==> config.mk <==
export PLATFORM = sky130hd
export DESIGN_NAME = timer_dev
export DESIGN_NICKNAME = d
export VERILOG_FILES = /design/src/rtl/timer_dev_pkg.sv /design/src/rtl/timer_dev.sv
export SDC_FILE = /design/constraint.sdc
export NUM_CORES = 1
export LEC_CHECK = 0
export BUFFER_PORTS_ARGS = -buffer_cell sky130_fd_sc_hd__buf_2
export CAP_MARGIN = 5
export CORE_UTILIZATION = 45
export CTS_CLUSTER_DIAMETER = 100
export DETAILED_ROUTE_END_ITERATION = 10
export PLACE_DENSITY = 0.68
export SLEW_MARGIN = 25
export SYNTH_ARGS = -nofsm -noshare
export SYNTH_HDL_FRONTEND = slang
export SYNTH_SLANG_ARGS = --single-unit
==> constraint.sdc <==
create_clock -name clk -period 4.5 [get_ports clk]
set_input_delay 0 -clock clk [delete_from_list [all_inputs] [get_ports clk]]
set_output_delay 0 -clock clk [all_outputs]
set_load 0.02 [all_outputs]
==> src/rtl/timer_dev_pkg.sv <==
// Shared constants for the memory-mapped countdown timer: register map,
// CTRL field layout, MODE encodings and FSM state encoding.
package timer_dev_pkg;

  localparam logic [1:0] TMR_CTRL   = 2'd0;
  localparam logic [1:0] TMR_PRESET = 2'd1;
  localparam logic [1:0] TMR_COUNT  = 2'd2;
  localparam logic [1:0] TMR_RSVD   = 2'd3;

  localparam int CTRL_EN_BIT   = 0;
  localparam int CTRL_MODE_LSB = 1;
  localparam int CTRL_IM_BIT   = 3;

  localparam logic [1:0] MODE_ONESHOT = 2'b00;
  localparam logic [1:0] MODE_RELOAD  = 2'b01;

  typedef enum logic [1:0] {
    ST_IDLE = 2'd0,
    ST_LOAD = 2'd1,
    ST_CNT  = 2'd2,
    ST_INT  = 2'd3
  } tmr_state_e;

  // Field order mirrors CTRL bits [3:0], so the struct reads back as-is.
  typedef struct packed {
    logic       im;
    logic [1:0] mode;
    logic       en;
  } tmr_ctrl_t;

  function automatic tmr_ctrl_t ctrl_from_word(input logic [3:0] w);
    tmr_ctrl_t c;
    c.en   = w[CTRL_EN_BIT];
    c.mode = w[CTRL_MODE_LSB +: 2];
    c.im   = w[CTRL_IM_BIT];
    return c;
  endfunction

endpackage

==> src/rtl/timer_dev.sv <==
// Countdown timer on the data-memory store bus: CTRL/PRESET/COUNT registers,
// a four-state load/count/interrupt FSM and a combinational read mux.
module timer_dev
  import timer_dev_pkg::*;
#(
  parameter int COUNT_W = 32
) (
  input  logic        clk,
  input  logic        reset,
  input  logic [1:0]  addr,
  input  logic        WE,
  input  logic [31:0] WD,
  output logic [31:0] RD,
  output logic        IRQ
);

  tmr_state_e           state_q, state_d;
  tmr_ctrl_t            ctrl_q, ctrl_d;
  logic [COUNT_W-1:0]   preset_q, preset_d;
  logic [COUNT_W-1:0]   count_q, count_d;
  logic                 irq_flag_q, irq_flag_d;

  always_comb begin
    // NOTE: every _d gets a hold default first so no path through the case leaves it unassigned (no latch).
    state_d    = state_q;
    ctrl_d     = ctrl_q;
    preset_d   = preset_q;
    count_d    = count_q;
    irq_flag_d = irq_flag_q;

    unique case (state_q)
      ST_IDLE: if (ctrl_q.en) state_d = ST_LOAD;
      ST_LOAD: begin
        count_d = preset_q;
        state_d = ST_CNT;
      end
      ST_CNT: begin
        if (!ctrl_q.en) begin
          state_d = ST_IDLE;
        end else if (count_q > COUNT_W'(1)) begin
          count_d = count_q - COUNT_W'(1);
        end else begin
          count_d    = '0;
          irq_flag_d = 1'b1;
          state_d    = ST_INT;
        end
      end
      ST_INT: begin
        if (ctrl_q.mode == MODE_RELOAD) irq_flag_d = 1'b0;
        else                            ctrl_d.en  = 1'b0;
        state_d = ST_IDLE;
      end
    endcase

    // Bus stores are applied last so they override same-cycle FSM updates.
    if (WE) begin
      case (addr)
        TMR_CTRL: begin
          ctrl_d     = ctrl_from_word(WD[3:0]);
          irq_flag_d = 1'b0;
        end
        TMR_PRESET: begin
          preset_d   = WD[COUNT_W-1:0];
          irq_flag_d = 1'b0;
        end
        default: ;
      endcase
    end
  end

  always_ff @(posedge clk) begin
    // NOTE: sequential state uses non-blocking assignments so all flops update together at the edge.
    if (!reset) begin
      state_q    <= ST_IDLE;
      ctrl_q     <= '0;
      preset_q   <= '0;
      count_q    <= '0;
      irq_flag_q <= 1'b0;
    end else begin
      state_q    <= state_d;
      ctrl_q     <= ctrl_d;
      preset_q   <= preset_d;
      count_q    <= count_d;
      irq_flag_q <= irq_flag_d;
    end
  end

  always_comb begin
    RD = '0;
    case (addr)
      TMR_CTRL:   RD = {28'b0, ctrl_q};
      TMR_PRESET: RD = 32'(preset_q);
      TMR_COUNT:  RD = 32'(count_q);
      default:    RD = '0;
    endcase
  end

  assign IRQ = ctrl_q.im & irq_flag_q;

endmodule

Word-level counts from Yosys, hierarchy flattened
Index checks and enable logic that the tools add are counted.
{ "op_classes": {"bitwise": 1, "muxes": 18, "n_eq_ne": 9, "n_addsub": 1, "n_lt_le_gt_ge": 1, "reduce_logical": 8} }
{ "ops": {"columns": ["operator", "count"], "rows": [
  ["$pmux W32 S3", 1],
  ["$mux W32", 2],
  ["$pmux W32 S2", 1],
  ["$gt A32 B1 Y1 const B", 1],
  ["$sub A32 B1 Y32 const B", 1],
  ["$mux W1", 9],
  ["$pmux W2 S4", 1],
  ["$reduce_and A2 Y1", 4],
  ["$eq A2 B1 Y1 const B", 3],
  ["$eq A2 B2 Y1 const B", 3],
  ["$mux W2", 3],
  ["$logic_not A2 Y1", 2],
  ["$ne A2 B2 Y1 const B", 2],
  ["$ne A3 B3 Y1 const B", 1],
  ["$pmux W1 S2", 1],
  ["$reduce_bool A2 Y1", 1],
  ["$reduce_or A2 Y1", 1],
  ["$and A1 B1 Y1", 1]
]} }
{ "totals": {"input_bits": 37, "register_bits": 71, "output_inout_bits": 33} }

Depth between registers and ports, before layout
Gate-level depths: netlist of run 1.
{ "depth": {"word_depth": 6, "depth_mapped": 9, "depth_no_buf": 7} }

Worst setup path after synthesis of run 1
Ideal clock, no wire load.
{ "synth_path": {"path_type": "reg2reg", "startpoint": "reg count_q[16]", "endpoint": "reg count_q[25]", "path_stages_with_launch": 9, "arrival_time_ps": 2154, "t_required_ps": 4371, "slack_ps": 2217, "cell_sequence": "dfxtp_1 > buf_6 > or4_4 > or4_4 > o31a_1 > buf_2 > buf_6 > o2111ai_2 > o221ai_2"} }
{ "synth_between": {"elab_chain_cells": 4, "elab_cells_between_ends": 5, "classes_between": "add/sub (1); order compare (1); mux (3)"} }
{ "synth_lines": {"columns": ["item", "line_no", "rtl"], "rows": [
  ["from (decl)", "timer_dev.sv:20", "logic [COUNT_W-1:0] count_q, count_d;"],
  ["from (signal assigned)", "timer_dev.sv:83", "count_q <= count_d;"],
  ["$sub A32 B1 Y32 or $gt A32 B1 Y1 (tied branches)", "timer_dev.sv:41, timer_dev.sv:40", null],
  ["$mux W32 (*)", "timer_dev.sv:40", "end else if (count_q > COUNT_W'(1)) begin"],
  ["$mux W32 (*)", "timer_dev.sv:38", "if (!ctrl_q.en) begin"],
  ["$pmux W32 S2 (*)", "timer_dev.sv:31", "unique case (state_q)"]
]} }
Every way passes the cells marked *; elsewhere a longest branch is shown, timed or not. The select of a mux whose other input is x is not followed.
A chain may end at the register's enable or synchronous reset.

Worst setup path in the final report of run 1
{ "layout_path": {"startpoint": "reg count_q[24]", "endpoint": "reg count_q[6]"} }
{ "layout_between": {"elab_chain_cells": 4} }
{ "layout_lines": {"columns": ["item", "line_no"], "rows": [
  ["$gt A32 B1 Y1", "timer_dev.sv:40"],
  ["$mux W32", "timer_dev.sv:40"],
  ["$mux W32", "timer_dev.sv:38"],
  ["$pmux W32 S2", "timer_dev.sv:31"]
]} }
No other way between the ends. The select of a mux whose other input is x is not followed.

==> results of run 1 <==
## how the worst max path moves through the flow
stage,startpoint,endpoint,cells past startpoint
after global placement,count_q[24],count_q[6],5
after detailed placement,count_q[24],count_q[6],5
after floorplan,count_q[16],count_q[25],8
after CTS,count_q[24],count_q[6],5
after global routing,count_q[4],count_q[6],5
final,count_q[24],count_q[6],5
## final cells by class
| class | instances | area [µm²] | share of cell area, % |
|---|---|---|---|
| multi-input cells | 383 | 2320 | 47.42 |
| flip-flops and latches | 71 | 1421 | 29.05 |
| repair buffers | 109 | 728.2 | 14.88 |
| clock buffers | 11 | 151.4 | 3.095 |
| well taps | 105 | 131.4 | 2.685 |
| clock inverters | 5 | 103.9 | 2.123 |
| inverters | 9 | 36.28 | 0.7417 |
## cells in the mapped netlist (all sizes together), types with 2 or more instances
cell | instances | share of area (%)
dfxtp | 71 | 36
and2 | 2 | 0.31
nor2 | 18 | 1.7
nor3 | 14 | 1.8
a22o | 28 | 6.2
ha | 2 | 0.63
or3 | 9 | 1.4
clkbuf | 35 | 3.3
o21a | 7 | 1.3
a2bb2oi | 2 | 0.44
or4 | 17 | 3.6
and3 | 8 | 1.3
nand4 | 9 | 1.4
o221ai | 3 | 0.97
nor2b | 5 | 0.78
o211ai | 6 | 1.3
o31a | 4 | 0.88
nor4 | 14 | 2.4
nand3 | 13 | 1.6
a211oi | 3 | 0.56
a21oi | 56 | 7.0
buf | 13 | 2.3
a21o | 2 | 0.38
nand3b | 2 | 0.38
a221oi | 2 | 0.60
nand2 | 87 | 8.2
a22oi | 11 | 2.1
nand2b | 5 | 0.78
o21ai | 18 | 2.3
inv | 9 | 0.85
mux2i | 7 | 1.8
o41ai | 2 | 0.44
a31oi | 12 | 2.0
## what timing repair did
action | 4_1_cts | 5_1_grt
resized for setup | 0 | 0
hold buffers | 33 | 0
endpoints found under the hold margin | 37 | 0
endpoints found under the setup margin | 0 | 0
## power breakdown
part / switching [mW] / total [mW] / internal [mW]
Sequential: 0.0140 / 0.654 / 0.640
Combinational: 0.0961 / 0.162 / 0.0657
Clock: 0.256 / 0.655 / 0.399
## flip-flops by register name, indices dropped and copies added, names as in the netlist
register,flops
count_q,32
ctrl_q,4
irq_flag_q,1
preset_q,32
state_q,2
## through the flow
| stage | cell area (µm²) | utilization, % |
|---|---|---|
| after global routing | 4892 | 58.37 |
| after floorplan | 3988 | - |
| after CTS | 4892 | 58.37 |
| final | 4892 | 58.37 |
| after detailed placement | 4307 | 51.38 |
| after global placement | 4302 | 51.32 |
## worst reg2reg max path, stage by stage (launching register included)
cell	delay (ns)
dfxtp_1	0.39
or4_1	0.68
or4_4	0.49
o31a_1	0.59
a221oi_1	0.39
nor3_1	0.08
## cell families (layout without fill, tap and decap cells)
| logic type | after synthesis | after routing | synth area share [%] |
|---|---|---|---|
| fa+ha+maj | 2 | 2 | 0.6274 |
| buf+inv | 57 | 134 | 6.464 |
| compound gates | 166 | 166 | 28.84 |
| flops | 71 | 71 | 35.64 |
| simple gates | 206 | 206 | 26.17 |
| mux | 8 | 8 | 2.040 |
| xor+xnor | 1 | 1 | 0.2197 |
## per-layer routing
layer / wire length (µm) / vias up / share of wire [%] / track usage (%)
met2: 5412 / 175 / 44 / 41.67
met1: 5580 / 1991 / 46 / 38.99
met5: 0 / - / 0 / 0
met3: 831 / 28 / 6.8 / 4.818
met4: 338 / 0 / 2.8 / 11.94
li1: - / 2035 / - / -
==> impl_metrics.ini, run 1 <==
[floorplanning]
rows = 33
io_pins = 70
initial_core_util_pct = 47.57
coreArea_mm2 = 0.008382
die_x_um = 96.14
die_area_mm2 = 0.009242
die_h_um = 96.14

[synth]
ys_types = 59
synth-edff-count = 0
synth.net_count = 550
synth_area_mm2 = 0.003988
yosysWarnings = 0
yosysSeqAreaShare_pct = 35.64
synth_ff_type = dfxtp_1
ys_seq_elements = 71
synthCells = 511
syn_avg_cell_area_um2 = 7.803
synthArstFlopShare_pct = 0

[critical_path]
critical-path-top-delay-family = simple AND/OR/NAND/NOR gates
crit_fanout = 26
rr_startpoint = count_q[24]
cpMaxStageDelayCell = or4_1
worstPathCellList = or4_1, or4_4, o31a_1, a221oi_1, nor3_1
path_class = reg -> reg
crit_buf_inv = 0
slowest_delay_ns = 0.68
ff2ff_path_depth = 5
crit_path_end_kind = flip-flop
cp.required_ns = 4.71
worst_setup_path_start_kind = flip-flop
cp_data_arrival_time_ns = 2.98
rr_endpoint = count_q[6]
r2r_setup_slack_ns = 1.73

[clocking]
tritoncts = built
cts_max_level = 3
cts_setup_buffers = 0
cts_buffer_depth = 2
clk_latency_ns = 0.36
cts.reportedPaths.clkPinSlew_ns = 0.08
cts_buffers = 9
cts_num_sinks = 71
cts_root_buf = clkbuf_8

[placement]
dp_hpwl_um = 7909
gp_congestion = 0.9000
io_buffer_count = 69
post-place-ws_ns = 1.775
dp_cells = 644

[sta]
post-route-period-util_pct = 61.51
tightest_slew_ns = 1.033
fin_crit_ns = 2.768
fin_hold_ws_ns = 0.09892
slew_headroom_pct = 31.12
fmax_mhz = 361.3
finalClockSkew_ns = 0.01072
rsz0062_at_grt = no
report.final.slew_viol_count = 0
setup_slack_ns = 1.732
setup_viol = 0
tns_ns = 0
hold_viol = 0

[cells_and_area]
antenna_cells = 0
fillCellCount = 795
final_cell_mix = nand2_1 (86), dfxtp_1 (71), buf_2 (69), a21oi_1 (55), dlygate4sd3_1 (33)
syn_to_final_growth_pct = 22.69
final_common_cell = nand2_1
drive_gt1_share_pct = 18.71
stdcell_count = 693
nNetsFinal = 622

[detailed_routing]
routedWlPerCell_um = 17.55
wl_um = 12160
drtAntennaViolNets = 0
dr_total_vias = 4229
drc = 0
drt_iter0_drc = 321
firstDrtPassIters = 5
viasPerCell = 6.102

[power_and_ir_drop]
p_leak_nw = 1.984
p_total_mw = 1.471
peakVddDrop_mv = 0.2463
p_per_area_mw_per_mm2 = 300.7

[outcome]
status = finished clean

[grt]
antenna_found_initial = 0
grt_use_total_pct = 27.82
grt_max_degree = 63
grt_overflow = 0
grt_pass1_wl_um = 19600
grt_pass1_vias = 3823

[run]
drv_cap = 0

[min_path]
whs_endpoint = state_q[0]
min_from = reset
worst_hold_path_type = in -> reg
worstHoldPathCells = 3
(Power assumes the default switching activity.)
==> run 2: changes to the inputs <==
- PLACE_DENSITY: 0.68 -> 0.71
- clock period: 4.5 -> 2.3 ns (I/O delays scaled with it)
==> impl_metrics.ini, run 2 (synthesis results as in run 1) <==
[outcome]
status = finished clean

[sta]
hold_viol = 0
tightest_slew_ns = 0.6455
rsz0062_at_grt = yes
fin_hold_ws_ns = 0.07793
report.final.slew_viol_count = 0
setup_viol = 0
fmax_mhz = 436.9
post-route-period-util_pct = 99.51
finalClockSkew_ns = 0.007560
tns_ns = 0
fin_crit_ns = 2.289
slew_headroom_pct = 56.92

[detailed_routing]
wl_um = 13260
firstDrtPassIters = 5
viasPerCell = 6.001
drc = 0
dr_total_vias = 4507
routedWlPerCell_um = 17.66
drtAntennaViolNets = 0
drt_iter0_drc = 283

[placement]
io_buffer_count = 69
dp_hpwl_um = 9037
post_dp_cell_area_mm2 = 0.004742
gp_congestion = 1.014

[grt]
grt_max_degree = 33
grt_overflow = 0
grt_pass1_wl_um = 21110
grt_pass1_vias = 4197
antenna_found_initial = 0
grt_use_total_pct = 30.25

[floorplanning]
coreArea_mm2 = 0.008382
io_pins = 70
die_h_um = 96.14
die_area_mm2 = 0.009242
initial_core_util_pct = 47.57
die_x_um = 96.14
rows = 33

[cells_and_area]
final_area_mm2 = 0.005329
final_common_cell = nand2_1
nNetsFinal = 680
antenna_cells = 0
top_regs = count_q x32, preset_q x32, ctrl_q x4
drive_gt1_share_pct = 26.63
syn_to_final_growth_pct = 33.64
final_cell_mix = nand2_1 (87), dfxtp_1 (71), buf_2 (69), buf_4 (63), a21oi_1 (55)

[power_and_ir_drop]
p_total_mw = 2.659
peakVddDrop_mv = 0.3503
p_per_area_mw_per_mm2 = 499.1
p_leak_nw = 2.266

[clocking]
cts.reportedPaths.clkPinSlew_ns = 0.08
cts_num_sinks = 71
cts_buffer_depth = 2
cts_root_buf = clkbuf_8
clk_latency_ns = 0.35
cts_max_level = 3
tritoncts = built
cts_buffers = 9

[critical_path]
rr_endpoint = count_q[0]
crit_fanout = 6
path_class = reg -> reg
r2r_setup_slack_ns = 0.01
ff2ff_path_depth = 6
rr_startpoint = count_q[18]
worst_setup_path_start_kind = flip-flop
crit_path_end_kind = flip-flop
cp.required_ns = 2.53
cp_data_arrival_time_ns = 2.52

[min_path]
worstHoldPathCells = 2
whs_endpoint = count_q[7]
min_from = reset
worst_hold_path_type = in -> reg

[run]
drv_cap = 0
[run 2: cell count changes in the layout (fill, tap and decap cells not counted), moves of 2 or more]
cell / before / now
clkinv_4: 1 / 3
or4_4: 4 / 6
or4_1: 13 / 11
nor4_2: 1 / 3
bufinv_16: 3 / 1
buf_4: 7 / 63
nor4_1: 13 / 11
clkbuf_8: 11 / 9
[run 2: final cells by class]
class / instances / area (µm²)
fill: 725 / 3053
multi-input combinational: 383 / 2351
sequential: 71 / 1421
timing repair buffer: 167 / 1194
tap: 105 / 131.4
clock buffer: 10 / 127.6
clock inverter: 6 / 70.07
inverter: 9 / 33.78
[run 2: through the flow]
step           utilization, %  instances  setup slack (ns)
2_1_floorplan               -        511           0.01726
3_3_place_gp            56.58        701          -0.02432
6_report                63.58        751           0.01119
4_1_cts                 62.96        750          -0.02369
5_1_grt                 63.58        751          -0.08448
3_5_place_dp            56.58        701          -0.05783
[run 2: power by group]
part           switching, mW  internal (mW)
Combinational          0.203          0.162
Clock                  0.509          0.509
Sequential            0.0243           1.25
Total                  0.736           1.92
[run 2: metal layers]
metal / GRT usage [%] / up-vias / share of wire (%)
met5: 0 / - / 0
met4: 13.43 / 0 / 2.5
met3: 4.186 / 31 / 7.4
met2: 47.99 / 212 / 47
met1: 40.66 / 2100 / 43
li1: - / 2164 / -
[run 2: timing repair]
action | in CTS | in global routing
hold endpoints to repair | 37 | 0
hold buffers | 33 | 0
endpoints found under the setup margin | 3 | 23
gates cloned | 0 | 1
resized for setup | 2 | 5
buffers inserted | 0 | 0
[run 2: worst max path at each step]
stage / depth (start not counted) / slack [ns] / start / to
floorplan: 8 / 0.02 / count_q[16] / count_q[25]
global placement: 6 / -0.02 / count_q[24] / count_q[0]
detailed placement: 6 / -0.06 / count_q[24] / count_q[0]
CTS: 6 / -0.02 / count_q[18] / count_q[0]
global route: 6 / -0.08 / count_q[18] / count_q[0]
finish: 6 / 0.01 / count_q[18] / count_q[0]
[run 2: worst max-delay path: stages, from the launching register on]
cell      delay [ns]
dfxtp_1         0.32
or4_4           0.54
or4_4           0.55
o31a_4          0.35
buf_12          0.15
a221oi_2        0.20
a211oi_1        0.07
==> run 3: changes to the inputs <==
- SETUP_SLACK_MARGIN: unset -> 0.3
- SLEW_MARGIN: 25 -> unset
==> impl_metrics.ini, run 3 (synthesis results as in run 1) <==
[critical_path]
cpMaxStageDelayCell = or4_4
crit_path_end_kind = flip-flop
path_class = reg -> reg
cp_common_cell = or4_4
rr_startpoint = count_q[16]
rr_endpoint = count_q[6]
ff2ff_path_depth = 5
r2r_setup_slack_ns = 0.002
crit_fanout = 8
worst_setup_path_start_kind = flip-flop
worstPathCellList = or4_4, or4_4, o31a_4, a221oi_1, nor3_1
slowest_delay_ns = 0.57
cp.required_ns = 2.50
cp-startpoint = count_q[16]
cp_data_arrival_time_ns = 2.50

[floorplanning]
rows = 33
die_x_um = 96.14
die_h_um = 96.14
initial_core_util_pct = 47.57
die_area_mm2 = 0.009242
coreArea_mm2 = 0.008382
io_pins = 70

[placement]
io_buffer_count = 69
post-place-ws_ns = -0.1049
gp_congestion = 0.9014
dp_hpwl_um = 8876

[clocking]
cts_num_sinks = 71
cts_buffers = 9
cts_root_buf = clkbuf_8
cts_buffer_depth = 2
cts.reportedPaths.clkPinSlew_ns = 0.08
clk_latency_ns = 0.36
tritoncts = built
cts_max_level = 3

[sta]
setup_slack_ns = 0.001848
setup_viol = 0
hold_viol = 0
rsz0062_at_grt = yes
report.final.slew_viol_count = 0
fin_crit_ns = 2.298
tightest_slew_ns = 0.9277
post-route-period-util_pct = 99.92
fmax_mhz = 435.1
slew_headroom_pct = 38.06
finalClockSkew_ns = 0.01268

[cells_and_area]
final_cell_mix = nand2_1 (86), dfxtp_1 (69), buf_2 (69), buf_4 (56), a21oi_1 (52)
final_common_cell = nand2_1
final_util_pct = 65.76
antenna_cells = 0
top_regs = count_q x32, preset_q x32, ctrl_q x4
syn_to_final_growth_pct = 38.22
drive_gt1_share_pct = 31.32
nNetsFinal = 679

[detailed_routing]
dr_total_vias = 4588
wl_met1_um = 5856
firstDrtPassIters = 5
wl_um = 13590
viasPerCell = 6.117
drt_iter0_drc = 308
drtAntennaViolNets = 0
top_layer = met4
routedWlPerCell_um = 18.12
wl_met3_um = 957
wl_met2_um = 6353
drc = 0

[min_path]
worstHoldPathCells = 3
worst_hold_path_type = in -> reg
whs_endpoint = irq_flag_q
min_from = WE

[power_and_ir_drop]
p_leak_nw = 2.281
p_per_area_mw_per_mm2 = 474.1
peakVddDrop_mv = 0.4097

[grt]
grt_max_degree = 50
grt_overflow = 0
grt_pass1_wl_um = 21680
grt_use_total_pct = 30.84
antenna_found_initial = 0
grt_pass1_vias = 4289

[outcome]
status = finished clean

[run]
drv_cap = 0
-- run 3: worst max path at each step --
stage / end / slack (ns) / depth (start not counted)
detailed placement: count_q[12] / -0.10 / 6
global route: count_q[12] / -0.03 / 6
global placement: count_q[12] / -0.07 / 6
floorplan: count_q[25] / 0.05 / 7
CTS: count_q[12] / 0.03 / 6
finish: count_q[6] / 0.002 / 5
-- run 3: layout make-up --
class                      instances  area (µm²)
clock buffer                      13       158.9
clock inverter                     3       17.52
fill                             685        2870
inverter                           9       33.78
multi-input combinational        383        2550
sequential                        71        1424
tap                              105       131.4
timing repair buffer             166        1196
-- run 3: repair_timing --
item	in CTS	in global routing
setup endpoints to repair	34	34
cloned	0	0
pin swaps	12	19
hold buffers	32	0
endpoints found under the hold margin	36	0
resized for setup	28	21
setup buffers	6	3
-- run 3: worst max-delay path: cells and delay by family, from the launching register on --
kind            cells  cell delay, ns
compound gates      2            0.64
simple gates        3            1.18
flops               1            0.32
-- run 3: routing by layer --
layer / vias up / global-route usage, %
li1: 2160 / -
met1: 2181 / 40.72
met2: 205 / 48.46
met3: 42 / 6.477
met4: 0 / 13.06
met5: - / 0
-- run 3: power breakdown --
part           leakage (nW)  total (mW)  switching (mW)  internal [mW]
Clock                0.0894       0.939           0.490          0.448
Sequential            0.576        1.28          0.0265           1.25
Combinational          1.62       0.395           0.219          0.176
-- run 3: stage by stage --
stage | hold slack (ns) | power [mW] | cells | setup TNS (ns) | cell area [µm²]
floorplan | 0.1360 | 1.483 | 511 | 0 | 4031
global placement | 0.2387 | 1.610 | 693 | -0.6221 | 4712
detailed placement | 0.2459 | 1.615 | 693 | -1.349 | 4712
CTS | 0.000007688 | 2.590 | 747 | 0 | 5400
global route | 0.001294 | 2.709 | 750 | -0.1716 | 5512
finish | 0.005940 | 2.613 | 750 | 0 | 5512
